--- src/rtl/iterative_square.sv ---
// Iterative unsigned squarer: a HALF-bit root is squared by shift-add over HALF
// cycles, with val/rdy handshakes on the operand and result sides.
module iterative_square #(
  parameter int BIT_WIDTH = 32
) (
  input  logic                   clk,
  input  logic                   reset,
  input  logic [BIT_WIDTH/2-1:0] recv_msg,
  input  logic                   recv_val,
  output logic                   recv_rdy,
  output logic [BIT_WIDTH-1:0]   send_msg,
  output logic                   send_val,
  input  logic                   send_rdy
);

  localparam int HALF = BIT_WIDTH / 2;
  localparam int CW   = $clog2(HALF) + 1;

  typedef enum logic [1:0] {
    S_IDLE = 2'd0,
    S_CALC = 2'd1,
    S_DONE = 2'd2
  } state_t;

  state_t               r_state;
  logic [BIT_WIDTH-1:0] r_acc;
  logic [BIT_WIDTH-1:0] r_mcand;
  logic [HALF-1:0]      r_mplier;
  logic [CW-1:0]        r_counter;
  logic                 r_recv_rdy;
  logic                 r_send_val;

  logic                 w_accept;
  logic                 w_release;
  logic [BIT_WIDTH-1:0] w_sum;

  assign w_accept  = recv_val && r_recv_rdy;
  assign w_release = r_send_val && send_rdy;
  assign w_sum     = r_acc + r_mcand;

  assign recv_rdy = r_recv_rdy;
  assign send_val = r_send_val;
  assign send_msg = r_acc;

  // NOTE: every flop here uses <= so all registers see the pre-edge values of
  // each other, which is what makes the shift and the add line up per cycle.
  always_ff @(posedge clk or negedge reset) begin
    if (!reset) begin
      r_state    <= S_IDLE;
      r_acc      <= '0;
      r_mcand    <= '0;
      r_mplier   <= '0;
      r_counter  <= '0;
      r_recv_rdy <= 1'b1;
      r_send_val <= 1'b0;
    end else begin
      case (r_state)
        S_IDLE: begin
          if (w_accept) begin
            r_mcand    <= {{HALF{1'b0}}, recv_msg};
            r_mplier   <= recv_msg;
            r_acc      <= '0;
            r_counter  <= CW'(HALF);
            r_state    <= S_CALC;
            r_recv_rdy <= 1'b0;
          end
        end
        S_CALC: begin
          if (r_mplier[0]) begin
            r_acc <= w_sum;
          end
          r_mcand   <= r_mcand << 1;
          r_mplier  <= r_mplier >> 1;
          r_counter <= r_counter - 1'b1;
          // Fixed HALF-cycle latency: no early exit once the multiplier empties.
          if (r_counter == CW'(1)) begin
            r_state    <= S_DONE;
            r_send_val <= 1'b1;
          end
        end
        S_DONE: begin
          if (w_release) begin
            r_state    <= S_IDLE;
            r_send_val <= 1'b0;
            r_recv_rdy <= 1'b1;
          end
        end
        default: begin
          r_state    <= S_IDLE;
          r_send_val <= 1'b0;
          r_recv_rdy <= 1'b1;
        end
      endcase
    end
  end

endmodule

--- config.mk ---
export PLATFORM = sky130hd
export DESIGN_NAME = iterative_square
export DESIGN_NICKNAME = d
export VERILOG_FILES = /design/src/rtl/iterative_square.sv
export SDC_FILE = /design/constraint.sdc
export NUM_CORES = 1
export LEC_CHECK = 0
export ABC_AREA = 0
export CAP_MARGIN = 25
export CORE_ASPECT_RATIO = 0.5
export CORE_UTILIZATION = 57
export CTS_CLUSTER_SIZE = 14
export DETAILED_ROUTE_END_ITERATION = 12
export PLACE_DENSITY = 0.8
export SLEW_MARGIN = 0
export SYNTH_ARGS = -nofsm -noshare
export SYNTH_HDL_FRONTEND = slang
export SYNTH_SLANG_ARGS = --single-unit
export TNS_END_PERCENT = 30
--- constraint.sdc ---
create_clock -name clk -period 3.8 [get_ports clk]
set_input_delay 0.57 -clock clk [delete_from_list [all_inputs] [get_ports clk]]
set_output_delay 0.57 -clock clk [all_outputs]
set_load 0.01 [all_outputs]
# --- Word level (Yosys, flattened, before mapping) ---
# Index checks and enable logic that the tools add are counted.
totals:
  reg_bits: 89
  input_bits: 20
  word_cells: 46
  out_inout_bits: 34
classes:
  n_reduce_logical: 9
  addsub: 2
  muxes: 19
  bitwise_logic: 2
  n_eq_ne: 7
op_table:
  columns: ["operator", "count"]
  rows:
  - ["32-bit one-hot mux with 2 select lines", 2]
  - ["32-bit 2-to-1 mux", 3]
  - ["32-bit adder", 1]
  - ["16-bit one-hot mux with 2 select lines", 1]
  - ["16-bit 2-to-1 mux", 1]
  - ["3-bit AND reduction", 4]
  - ["5-bit one-hot mux with 2 select lines", 1]
  - ["2-bit != test (second input constant)", 4]
  - ["2-bit 2-to-1 mux", 3]
  - ["1-bit one-hot mux with 3 select lines", 2]
  - ["2-bit one-hot mux with 3 select lines", 1]
  - ["5-bit by 1-bit == test with 1-bit output (second input constant)", 1]
  - ["5-bit 2-to-1 mux", 1]
  - ["5-bit by 1-bit subtractor with 5-bit output (second input constant)", 1]
  - ["1-bit 2-to-1 mux", 4]
  - ["2-bit by 1-bit == test with 1-bit output (second input constant)", 1]
  - ["2-bit == test (second input constant)", 1]
  - ["1-bit logical AND", 2]
  - ["2-bit zero test", 1]
  - ["1-bit inverter", 2]
  - ["2-bit AND reduction", 1]
  - ["2-bit nonzero test", 1]

# --- Depth between registers and ports, before layout ---
# Gate-level depths: netlist of the first run.
depth:
  ltp_word: 3
  mapped_depth: 12
  ltp_nobuf: 12

# --- Worst setup path after synthesis of the first run ---
# No wires, ideal clock.
synth_timing:
  kind: "register -> register"
  from: "register r_acc[0], in the netlist send_msg[0]"
  to: "register r_acc[30], in the netlist send_msg[30]"
  period_less_slack_ns: 2.756
  n_path_buf: 0
  t_required_ns: 3.678
  arrival_ns: 2.635
  slack_ns: 1.044
  setup_ns: 0.122
  path_stages_with_launch: 13
  path_cell_list: "dfrtp_1 -> ha_1 -> inv_1 -> fa_1 -> nand2b_1 -> a21oi_2 -> o22ai_1 -> o31a_1 -> o21ai_2 -> nand3_1 -> a31o_1 -> a21o_1 -> a32o_1"
synth_via:
  elab_chain_len: 3
synth_lines:
  columns: ["item", "line", "source"]
  rows:
  - ["start: declaration", "26", "logic [BIT_WIDTH-1:0] r_acc;"]
  - ["start signal: assignment", "70", "r_acc <= w_sum;"]
  - ["32-bit adder", "39", "assign w_sum = r_acc + r_mcand;"]
  - ["32-bit 2-to-1 mux", "69", "if (r_mplier[0]) begin"]
  - ["32-bit one-hot mux with 2 select lines", "57", "case (r_state)"]
# Every way passes these cells. The select of a mux whose other input is x is not followed.
# A chain may end at the register's enable or synchronous reset.

# --- Worst setup path after layout of the first run ---
layout_timing:
  from: "register r_mcand[0]"
  to: "register r_acc[30], in the netlist send_msg[30]"
layout_via:
  elab_chain_len: 3
layout_lines:
  columns: ["item", "line", "source"]
  rows:
  - ["start: declaration", "27", "logic [BIT_WIDTH-1:0] r_mcand;"]
  - ["start signal: assignment", "60", "r_mcand <= {{HALF{1'b0}}, recv_msg};"]
  - ["start signal: assignment", "72", "r_mcand <= r_mcand << 1;"]
  - ["32-bit adder", "39", null]
  - ["32-bit 2-to-1 mux", "69", null]
  - ["32-bit one-hot mux with 2 select lines", "57", null]
# Every way passes these cells. The select of a mux whose other input is x is not followed.

==> metrics.txt, run 1 <==
Synth cell types=49; startpoint types=register; Starting DRT DRC Count=201; num ports=54; Post-Syn Area=5030 µm²; CP max stage cell=dfrtp_1; CP max FO=4; Synth area leader=dfrtp_1; drt wl/cell=15.5 µm; final WL=11.0 mm; Port Buffers=53; clk sinks=89; num rows=23; post-placement cell count=695; CTS tree=yes; DIE HEIGHT=68.5 µm; reg2reg start=r_mcand[0]; total power=4990 µW; crit end category=register; reg2reg end=send_msg[30]; FFs w/ async S/R, synth=1.00; Slew Limit Fails=0; Clock Latency Late Sink=0.34 ns; Initial Util=0.607; slew margin rel.=0.382; Post-synth top flop=dfrtp_1; worst slack, placed=0.864 ns; Worst Skew=0.00752 ns; deepest clock path buffer count=2; CTS H-tree lvls=3; CP delay by family, top=compound AO/OA/AOI/OAI gates; clk slew on worst S/H paths=0.07 ns; initial antenna violation count=0; Area Growth Syn to Fin=18.9%; # DRC=0; CP required=4.02 ns; Vias/cell=5.82; reg2reg setup slack=0.79 ns; vias in the first global route=3,831; CP peak stage delay=0.39 ns; grt ovf=0; first-pass GRT wire length=18.5 mm; Tot GR Track Use=0.260; Synth Register Bits=89; TritonRoute pass-1 iters=4; ant diodes=0; Post-Route Utilization=0.722; status=complete, no violations; total CTS buffers=9; largest net degree at the start of global routing=74; most frequent cells in the layout=dfrtp_1, nand2_1, o21ai_0, a21oi_1, clkdlybuf4s50_1; Crit path arrival time=3.23 ns; hold_buf cts=0; Synth top area share=0.437; Die Wd=135 µm; # fillers=646; Hold Path Class=in2async; Nets=648; Crit Path Class=reg2reg; via count=4,139; setup tns final=0 ns; Syn Inst Count=549; share of the clock period used by the worst path=0.791; GPL Wtd Cong=0.863; yosys warns=0; RSZ-0062 raised after global routing=no; post-CTS setup buffers=0; number of setup violations in the final report=0; Fin. Hold Viols=0; Max IR drop VDD=0.357 mV; Critical Path Start=r_mcand[0]; Avg Inst Size Synth=9.17 µm²; CP bufs+invs=1; syn_nets=603; core region area=8290 µm²; Worst Max-Slew Pin Slew=0.928 ns; Post-Layout Cell Count=711; register area share after synthesis=0.443; Antenna Nets Post-Route=0; EDFF count, synth=0; top area cells in the synthesized netlist=dfrtp_1, ha_1, o21ai_0, nand2_1, a21oi_1; Fmax=333 MHz; post-CTS sizing=0; Tmin final=3.01 ns; root buf cell=clkbuf_16; Reg2Reg Depth=12; max-cap viol count=0; post-detail-place hpwl=7.68 mm; worst-path cell chain=ha_1 > inv_1 > fa_1 > nand2b_1 > a21oi_2 > o22ai_1 > o31a_1 > o21ai_2 > nand3_1 > a31o_1 > a21o_1 > a32o_1; die area=9230 µm²; Leak=0.00278 µW; setup slack after layout=0.794 ns; most common cell after layout, fill and taps aside=dfrtp_1; layout cells sized above 1=0.0518; power density over the cells=834 nW/µm²
stage by stage:
| step | hold WS [ns] | instance area, µm² |
|---|---|---|
| final | 0.337 | 5980 |
| after global placement | 0.466 | 5660 |
| after global routing | 0.435 | 5980 |
| after CTS | 0.394 | 5980 |
| after detailed placement | 0.475 | 5660 |
| after floorplan | 0.274 | 5030 |
layer usage:
layer  GRT usage  routed length [µm]  up-vias
met5           0                   0        -
met4      0.0730                 128        0
met3      0.0519                 449       13
met2       0.412                4830       88
met1       0.365                5580     1981
li1            -                   -     2057
power by group:
group / leakage, µW / total, µW / internal, µW / switching [µW]
combinational: 0.00149 / 2390 / 1120 / 1270
sequential: 0.00114 / 1650 / 1320 / 332
clock: 0.000149 / 947 / 579 / 368
total: 0.00278 / 4990 / 3020 / 1970
layout make-up:
type / instances / area [µm²] / share of cell area
multi-input cells: 421 / 2670 / 0.446
inverters: 14 / 52.6 / 0.00878
well taps: 112 / 140 / 0.0234
flip-flops and latches: 89 / 2230 / 0.372
clock buffers: 10 / 229 / 0.0383
clock inverters: 6 / 92.6 / 0.0155
repair buffers: 59 / 573 / 0.0958
how the worst max path moves through the flow:
| stage | to | slack, ns | depth (start not counted) |
|---|---|---|---|
| floorplan | send_msg[30] | 1.04 | 12 |
| global placement | send_msg[30] | 0.95 | 12 |
| detailed placement | send_msg[30] | 0.86 | 12 |
| CTS | send_msg[30] | 0.81 | 12 |
| global route | send_msg[30] | 0.61 | 12 |
| finish | send_msg[30] | 0.79 | 12 |
state kept, by name, summed over array words and instances, names as in the netlist:
| name | count |
|---|---|
| r_counter | 5 |
| r_mcand | 32 |
| r_mplier | 16 |
| r_state | 2 |
| recv_rdy | 1 |
| send_msg | 32 |
| send_val | 1 |
worst reg2reg max path: stages, from the launching register on:
cell      delay, ns
dfrtp_1        0.39
ha_1           0.20
inv_1          0.06
fa_1           0.38
nand2b_1       0.20
a21oi_2        0.20
o22ai_1        0.16
o31a_1         0.37
o21ai_2        0.16
nand3_1        0.12
a31o_1         0.24
a21o_1         0.17
a32o_1         0.25
Yosys cell counts, drive strengths merged (2+ instances only):
master / count
dfrtp: 88
nand2: 83
o21ai: 67
a21oi: 59
ha: 33
nor2: 23
clkbuf: 22
a22o: 21
nor2b: 19
xor2: 15
inv: 14
a21o: 13
xnor2: 12
nand3: 9
o21a: 9
nand2b: 8
nor3: 6
a211oi: 4
o31ai: 4
buf: 3
nor4: 3
o211ai: 3
a2111o: 2
a31oi: 2
a32o: 2
and3: 2
o2111ai: 2
o21bai: 2
o22ai: 2
cells by family after synthesis:
logic type                 Yosys count  synth area share
and+or+nand+nor                    159             0.143
AOI/OAI and AO/OA                  201             0.252
xor gates and xnor gates            27            0.0470
buffers and inverters               39            0.0291
DFF                                 89             0.443
adders and majority gates           34            0.0860
(Power assumes the default switching activity.)
==> inputs of run 2 (changes only) <==
Settings changed: CORE_UTILIZATION 57 to 52, PLACE_DENSITY 0.8 to 0.77.
Clock period 3.8 ns to 2.49 ns, I/O delays scaled along.
==> metrics.txt, run 2 (synthesis results as in run 1) <==
Sw Pwr=3180 µW; Crit path arrival time=2.85 ns; Port Buffers=53; max-cap viol count=0; Tot GR Track Use=0.253; Comb power frac=0.509; Worst Max-Slew Pin Slew=0.612 ns; initial antenna violation count=0; startpoint types=register; TritonRoute pass-1 iters=5; number of setup violations in the final report=4; deepest clock path buffer count=2; Clk pwr share=0.172; Multi-input gate area=2750 µm²; num ports=54; CTS H-tree lvls=3; # fillers=713; Slew Limit Fails=0; total CTS buffers=9; layout cells sized above 1=0.112; reg2reg start=r_mcand[0]; first-pass GRT wire length=20.0 mm; Tmin final=2.63 ns; clk slew on worst S/H paths=0.07 ns; GPL Wtd Cong=0.862; RSZ-0062 raised after global routing=yes; Worst Setup EP=send_msg[30]; Antenna Nets Post-Route=0; most frequent cells in the layout=dfrtp_1, nand2_1, o21ai_0, a21oi_1, clkdlybuf4s50_1; reg2reg end=send_msg[30]; worst slack, placed=-0.125 ns; reg2reg setup slack=-0.14 ns; clk sinks=89; setup slack after layout=-0.135 ns; most common cell after layout, fill and taps aside=dfrtp_1; die area=10,100 µm²; Vias/cell=5.63; status=finished with violations; switching share of power=0.399; num rows=24; Nets=674; Int Power=4780 µW; Register Area=2230 µm²; Area Growth Syn to Fin=25.1%; final WL=11.9 mm; slew margin rel.=0.592; Max IR drop VDD=0.542 mV; HP Start=r_mplier[2]; CP max FO=3; Hold Path Class=reg2reg; violated checks=negative setup slack; Post-Layout Cell Count=755; via count=4,252; Crit Path Class=reg2reg; Starting DRT DRC Count=279; core region area=9040 µm²; Initial Util=0.557; CP required=2.72 ns; largest net degree at the start of global routing=61; crit end category=register; power density over the cells=1260 nW/µm²; CTS tree=yes; Flop pwr share=0.319; ant diodes=0; Reg2Reg Depth=12; Clock Latency Late Sink=0.34 ns; root buf cell=clkbuf_16; vias in the first global route=4,041; Worst Skew=0.00863 ns; Critical Path Start=r_mcand[0]; post-detail-place hpwl=8.13 mm; Leak=0.00293 µW; share of the clock period used by the worst path=1.05; # DRC=0; post-placement cell count=732; grt ovf=0; Die Wd=141 µm; DIE HEIGHT=71.6 µm; drt wl/cell=15.8 µm; Fin. Hold Viols=0; Fmax=381 MHz
==> run 2: layout make-up <==
type | count | share of cell area
flip-flops and latches | 89 | 0.354
clock inverters | 6 | 0.0103
inverters | 14 | 0.00834
repair buffers | 85 | 0.126
clock buffers | 10 | 0.0379
well taps | 130 | 0.0258
multi-input cells | 421 | 0.437
==> run 2: layer usage <==
layer	share of wire	wire [µm]	GRT usage
met3	0.038	454	0.0488
met5	0	0	0
met1	0.50	5950	0.374
met2	0.45	5340	0.385
met4	0.014	165	0.0640
==> run 2: repair_timing <==
action | in CTS | in global routing
hold endpoints to repair | 26 | 0
buffers inserted | 2 | 4
resized for setup | 4 | 9
endpoints found under the setup margin | 7 | 16
pin swaps | 4 | 2
hold buffers | 1 | 0
==> run 2: how the worst min path moves through the flow <==
stage	slack, ns	end	cells past startpoint
CTS	0.49	r_mplier[2]	2
detailed placement	0.36	r_counter[4]	1
global route	0.51	r_mplier[13]	2
floorplan	0.08	r_counter[0]	0
global placement	0.35	r_counter[4]	1
finish	0.48	r_mplier[2]	2
==> run 2: worst max-delay path, cell delays in order, from the launching register on <==
cell and delay, ns:
dfrtp_1 0.40, ha_4 0.16, inv_2 0.04, fa_2 0.37, nand2b_4 0.17, a21oi_4 0.16
o22ai_2 0.09, o31a_1 0.27, o21ai_2 0.16, nand3_2 0.10, a31o_1 0.20, a21o_1 0.15
a32o_1 0.24
==> run 2: power groups by stage <==
stage               logic, µW  registers, µW  clock network, µW
floorplan                2540           2490                  0
global placement         3740           2500                  0
detailed placement       3820           2530                  0
CTS                      3920           2520               1390
global route             4490           2610               1460
finish                   4050           2540               1370
==> run 2: stage by stage <==
stage | cell area [µm²] | TNS (ns) | utilization | hold WS (ns) | power, µW
after global placement | 5880 | -0.0920 | 0.650 | 0.354 | 6250
after global routing | 6300 | -1.67 | 0.697 | 0.508 | 8560
final | 6300 | -0.178 | 0.697 | 0.485 | 7960
after floorplan | 5060 | -0.191 | - | 0.0779 | 5030
after CTS | 6230 | -0.145 | 0.689 | 0.486 | 7830
after detailed placement | 5880 | -0.294 | 0.650 | 0.356 | 6350
